File: src/rtl/unflatten_buffer_loader.sv
// ============================================================================
// Module   : unflatten_buffer_loader
// Brief    : Shift-in history buffer of channel words and tags, newest at index 0.
// Revision : 1.0 - initial release
// ============================================================================
`default_nettype none

module unflatten_buffer_loader #(
    parameter int NUM_CHANNELS = 16,
    parameter int BITWIDTH     = 8,
    parameter int BUFF_DEPTH   = 5,
    parameter int DELAY_WIDTH  = 4,
    parameter int WIDTH_WIDTH  = 4,
    localparam int TAG_W       = DELAY_WIDTH + WIDTH_WIDTH,
    localparam int CNT_W       = $clog2(BUFF_DEPTH + 2)
) (
    input  logic                                               clk,
    input  logic                                               rst,
    input  logic                                               in_valid,
    input  logic [NUM_CHANNELS-1:0][BITWIDTH-1:0]              flat_in,
    input  logic [TAG_W-1:0]                                   flat_in_delay,
    input  logic                                               flush,
    output logic [NUM_CHANNELS-1:0][BUFF_DEPTH:0][BITWIDTH-1:0] buffer,
    output logic [BUFF_DEPTH:0][TAG_W-1:0]                     buffer_delay,
    output logic [CNT_W-1:0]                                   fill_count,
    output logic                                               buffer_full,
    output logic                                               snap_strobe
);

    localparam logic [CNT_W-1:0] FULL_COUNT = CNT_W'(BUFF_DEPTH + 1);
    localparam logic [CNT_W-1:0] LAST_FILL  = CNT_W'(BUFF_DEPTH);
    localparam logic             DEPTH_ZERO = (BUFF_DEPTH == 0);

    typedef enum logic [1:0] {
        ST_EMPTY   = 2'd0,
        ST_FILLING = 2'd1,
        ST_FULL    = 2'd2
    } state_t;

    state_t state;
    logic   lands_full;

    // A push lands full if the buffer already was full or this push fills it;
    // after a flush only a zero-depth buffer can be full with a single entry.
    always_comb begin
        lands_full = 1'b0;
        if (in_valid) begin
            if (flush) begin
                lands_full = DEPTH_ZERO;
            end else begin
                lands_full = (state == ST_FULL) || (fill_count == LAST_FILL);
            end
        end
    end

    always_ff @(posedge clk or posedge rst) begin
        if (rst) begin
            buffer       <= '0;
            buffer_delay <= '0;
            fill_count   <= '0;
            buffer_full  <= 1'b0;
            snap_strobe  <= 1'b0;
            state        <= ST_EMPTY;
        end else begin
            snap_strobe <= lands_full;
            if (flush) begin
                buffer       <= '0;
                buffer_delay <= '0;
                if (in_valid) begin
                    for (int ch = 0; ch < NUM_CHANNELS; ch++) begin
                        buffer[ch][0] <= flat_in[ch];
                    end
                    buffer_delay[0] <= flat_in_delay;
                    fill_count      <= CNT_W'(1);
                    state           <= DEPTH_ZERO ? ST_FULL : ST_FILLING;
                    buffer_full     <= DEPTH_ZERO;
                end else begin
                    fill_count  <= '0;
                    state       <= ST_EMPTY;
                    buffer_full <= 1'b0;
                end
            end else if (in_valid) begin
                for (int ch = 0; ch < NUM_CHANNELS; ch++) begin
                    for (int k = BUFF_DEPTH; k >= 1; k--) begin
                        buffer[ch][k] <= buffer[ch][k-1];
                    end
                    buffer[ch][0] <= flat_in[ch];
                end
                for (int k = BUFF_DEPTH; k >= 1; k--) begin
                    buffer_delay[k] <= buffer_delay[k-1];
                end
                buffer_delay[0] <= flat_in_delay;
                if (fill_count != FULL_COUNT) begin
                    fill_count <= fill_count + CNT_W'(1);
                end
                if (lands_full) begin
                    state       <= ST_FULL;
                    buffer_full <= 1'b1;
                end else begin
                    state       <= ST_FILLING;
                    buffer_full <= 1'b0;
                end
            end
        end
    end

endmodule

`default_nettype wire

File: config.mk
export PLATFORM = sky130hd
export DESIGN_NAME = unflatten_buffer_loader
export DESIGN_NICKNAME = d
export VERILOG_FILES = /design/src/rtl/unflatten_buffer_loader.sv
export SDC_FILE = /design/constraint.sdc
export NUM_CORES = 1
export LEC_CHECK = 0
export ABC_AREA = 1
export BUFFER_PORTS_ARGS = -buffer_cell sky130_fd_sc_hd__buf_2
export CORE_AREA = 2 2 377 379
export DETAILED_ROUTE_END_ITERATION = 8
export DIE_AREA = 0 0 379 381
export PLACE_DENSITY = 0.48
export SLEW_MARGIN = 15
export SYNTH_ARGS = -nofsm -noshare
export SYNTH_HDL_FRONTEND = slang
export SYNTH_SLANG_ARGS = --single-unit
File: constraint.sdc
create_clock -name clk -period 38.5 [get_ports clk]
set_input_delay 11.55 -clock clk [delete_from_list [all_inputs] [get_ports clk]]
set_output_delay 11.55 -clock clk [all_outputs]
set_load 0.01 [all_outputs]
==> flow_metrics.env <==
export IMPL_rr_worst_depth=4
export IMPL_htreeDepth=3
export IMPL_top_layer="met4"
export IMPL_final_setup_viol_count=0
export IMPL_post_drt_wl_per_cell_um=21.61
export IMPL_synth_top_area_share_pct=67.80
export IMPL_max_cap_viol_count=0
export IMPL_wl_um=120700
export IMPL_hold_slack_ns=0.4743
export IMPL_drc=0
export IMPL_post_dp_hpwl_um=86320
export IMPL_required_ns=39.00
export IMPL_yosys_top_cells_area="dfrtp_1 (68%), o22ai_1 (8.0%), inv_1 (6.5%)"
export IMPL_ir_worst_vdd_mv=0.02843
export IMPL_crit_arrival_ns=15.86
export IMPL_crit_buf_inv=5
export IMPL_seq_area_frac_synth_pct=67.80
export IMPL_fin_ws_ns=23.15
export IMPL_synthCells=2718
export IMPL_fill_cells=15121
export IMPL_io_buffers=960
export IMPL_hold_path_class="flip-flop to flip-flop"
export IMPL_preCtsSetupSlack_ns=22.40
export IMPL_synth_warning_count=0
export IMPL_coreArea_um2=140600
export IMPL_io_pins=961
export IMPL_die_y_um=381
export IMPL_holdPathEnd="buffer[572]"
export IMPL_wl_met1_um=47650
export IMPL_worstSetupPathType="input pin to flip-flop"
export IMPL_drt_iter0_drc=1599
export IMPL_powerDensity_nw_per_um2=49.57
export IMPL_status="finished, final reports clean"
export IMPL_timing_fmax_mhz=65.13
export IMPL_rows=138
export IMPL_grt_pass1_wl_um=172900
export IMPL_synth_area_um2=30340
export IMPL_swShare_pct=25.77
export IMPL_r2r_end="fill_count[1]"
export IMPL_gp_congestion=0.8387
export IMPL_finalHoldViolations=0
export IMPL_synth_area_per_cell_um2=11.16
export IMPL_timing_rr_start="fill_count[0]"
export IMPL_critPathTopFamily="buffers and inverters"
export IMPL_crit_start="flush"
export IMPL_cp_slowest_stage_delay_ns=0.92
export IMPL_clkLatencyLatePin_ns=0.73
export IMPL_dr_wl_met2_um=58200
export IMPL_final_max_slew_viol_count=0
export IMPL_p_clk_share_pct=46.8
export IMPL_power_frac_comb_pct=7.3
export IMPL_cts_tree="yes"
export IMPL_ys_ff_latch=822
export IMPL_endpoint_kind="flip-flop"
export IMPL_cp_common_cell="buf_4"
export IMPL_area_growth_pct=31.57
export IMPL_globalRouteOverflowTotal=0
export IMPL_vias=24026
export IMPL_drt_first_pass_iters=5
export IMPL_postRouteAntennaNets=0
export IMPL_clock_path_buffers=3
export IMPL_r2r_setup_slack_ns=37.20
export IMPL_clk_pin_slew_ns=0.06
export IMPL_postCtsSetupRepairBufs=0
export IMPL_p_seq_share_pct=45.9
export IMPL_start_kind="input pin"
export IMPL_fin_crit_ns=15.35
export IMPL_worst_pin_slew_ns=1.164
export IMPL_grt_usage_pct=16.19
export IMPL_die_area_um2=144400
export IMPL_cts_root_buf="clkbuf_16"
export IMPL_min_from="buffer[572]"
export IMPL_p_int_mw=1.469
export IMPL_ys_types=21
export IMPL_final_nets=3747
export IMPL_grt_max_degree=199
export IMPL_power_mw=1.979
export IMPL_crit_slowest_cell="buf_4"
export IMPL_start_util_pct=21.59
export IMPL_synth_nets=2861
export IMPL_vias_per_cell=4.300
export IMPL_synth_largest_area_cell="dfrtp_1"
export IMPL_post_route_period_util_pct=39.88
export IMPL_slew_limit_headroom_pct=22.39
export IMPL_tritoncts_num_buffers=94
export IMPL_wl_met3_um=10620
export IMPL_antenna_found_initial=35
export IMPL_cts_num_sinks=822
export IMPL_critical_path_cell_chain="buf_2 -> nor2_4 -> inv_8 -> buf_4 -> buf_4 -> buf_4 -> o22ai_1"
export IMPL_leakagePower_nw=19.91
export IMPL_power_switching_mw=0.5099
export IMPL_cp_max_fo=150
export IMPL_die_w_um=379
export IMPL_skew_ns=0.05494
export IMPL_drive_gt1_share_pct=31.20
export IMPL_ctsResizeCount=0
export IMPL_grt_pass1_vias=24162
export IMPL_cts_hold_buf=0
export IMPL_min_path_cells=2
export IMPL_final_util_pct=28.40
export IMPL_tns_ns=0
export IMPL_rsz0062_at_grt="false"
[stage by stage]
step	instance area (um2)	cells
6_report	39910	5587
2_1_floorplan	30340	2718
3_5_place_dp	36610	5398
5_1_grt	39910	5586
4_1_cts	39870	5569
3_3_place_gp	36610	5398
[logic make-up after synthesis]
| logic type | count (synthesis) | share of synthesized area, % |
|---|---|---|
| and+or+nand+nor | 354 | 5.019 |
| DFF | 822 | 67.80 |
| adders and majority gates | 3 | 0.1237 |
| buffers and inverters | 731 | 10.47 |
| AOI/OAI and AO/OA | 808 | 16.59 |
[metal layers]
layer,track usage [%],vias to the layer above
li1,-,10909
met1,19.36,12100
met2,26.08,830
met3,5.733,187
met4,7.113,0
met5,0,-
[cell type report]
cell class | instances | area [um2] | share of cell area (%)
diodes | 18 | 45.04 | 0.1128
clock inverters | 29 | 437.9 | 1.097
inverters | 533 | 2021 | 5.063
well taps | 1890 | 2365 | 5.925
flip-flops and latches | 822 | 20570 | 51.53
multi-input cells | 1165 | 6600 | 16.54
clock buffers | 142 | 2823 | 7.072
repair buffers | 988 | 5054 | 12.66
[synth_stat cells]
master	number
a21oi_1	1
a22o_1	129
buf_1	17
buf_2	75
buf_4	4
buf_6	43
clkbuf_1	59
dfrtp_1	822
ha_1	3
inv_1	529
inv_2	4
nand2_1	201
nand3_1	147
nor2_1	4
nor2_4	1
o211ai_1	1
o21ai_0	200
o21ai_1	83
o22ai_1	387
o31ai_1	7
or2_2	1
[power groups by stage]
| stage | Combinational (mW) | Clock, mW | Sequential, mW |
|---|---|---|---|
| after CTS | 0.148 | 0.952 | 0.909 |
| after detailed placement | 0.147 | 0 | 0.924 |
| after floorplan | 0.0695 | 0 | 0.931 |
| final | 0.144 | 0.925 | 0.909 |
| after global routing | 0.159 | 0.986 | 0.911 |
| after global placement | 0.147 | 0 | 0.924 |
[worst register-to-register path: cells and delay by family (launching register included)]
family,cells,cell delay (ns)
AO/OA/AOI/OAI,1,0.15
adder cells (fa/ha/maj),1,0.29
buffers and inverters,1,0.09
flip-flops,1,0.42
AND/OR/NAND/NOR,1,0.28
[flip-flops by register name, summed over array words and instances, names as in the netlist]
name,cells
buffer,768
buffer_delay,48
buffer_full,1
fill_count,3
snap_strobe,1
state,1
[worst max path at each step]
stage,end,slack (ns),cells after the start
after floorplan,buffer[0],3.86,1
after global placement,buffer[346],22.40,7
after detailed placement,buffer[266],22.40,7
after CTS,buffer[266],23.19,7
after global routing,buffer[13],22.69,6
final,buffer[266],23.15,7
[cell usage in the layout, fill, tap and decap left out, drive strengths merged]
| master | n |
|---|---|
| clkinvlp | 5 |
| o31ai | 7 |
| or2 | 1 |
| ha | 3 |
| bufinv | 4 |
| buf | 988 |
| dfrtp | 822 |
| o21ai | 283 |
| o211ai | 1 |
| o22ai | 387 |
| diode | 18 |
| nand2 | 201 |
| a22o | 129 |
| clkbuf | 142 |
| nand3 | 147 |
| inv | 537 |
| nor2 | 5 |
| clkinv | 16 |
| a21oi | 1 |
No activity file was read; power rests on OpenSTA's default activity.
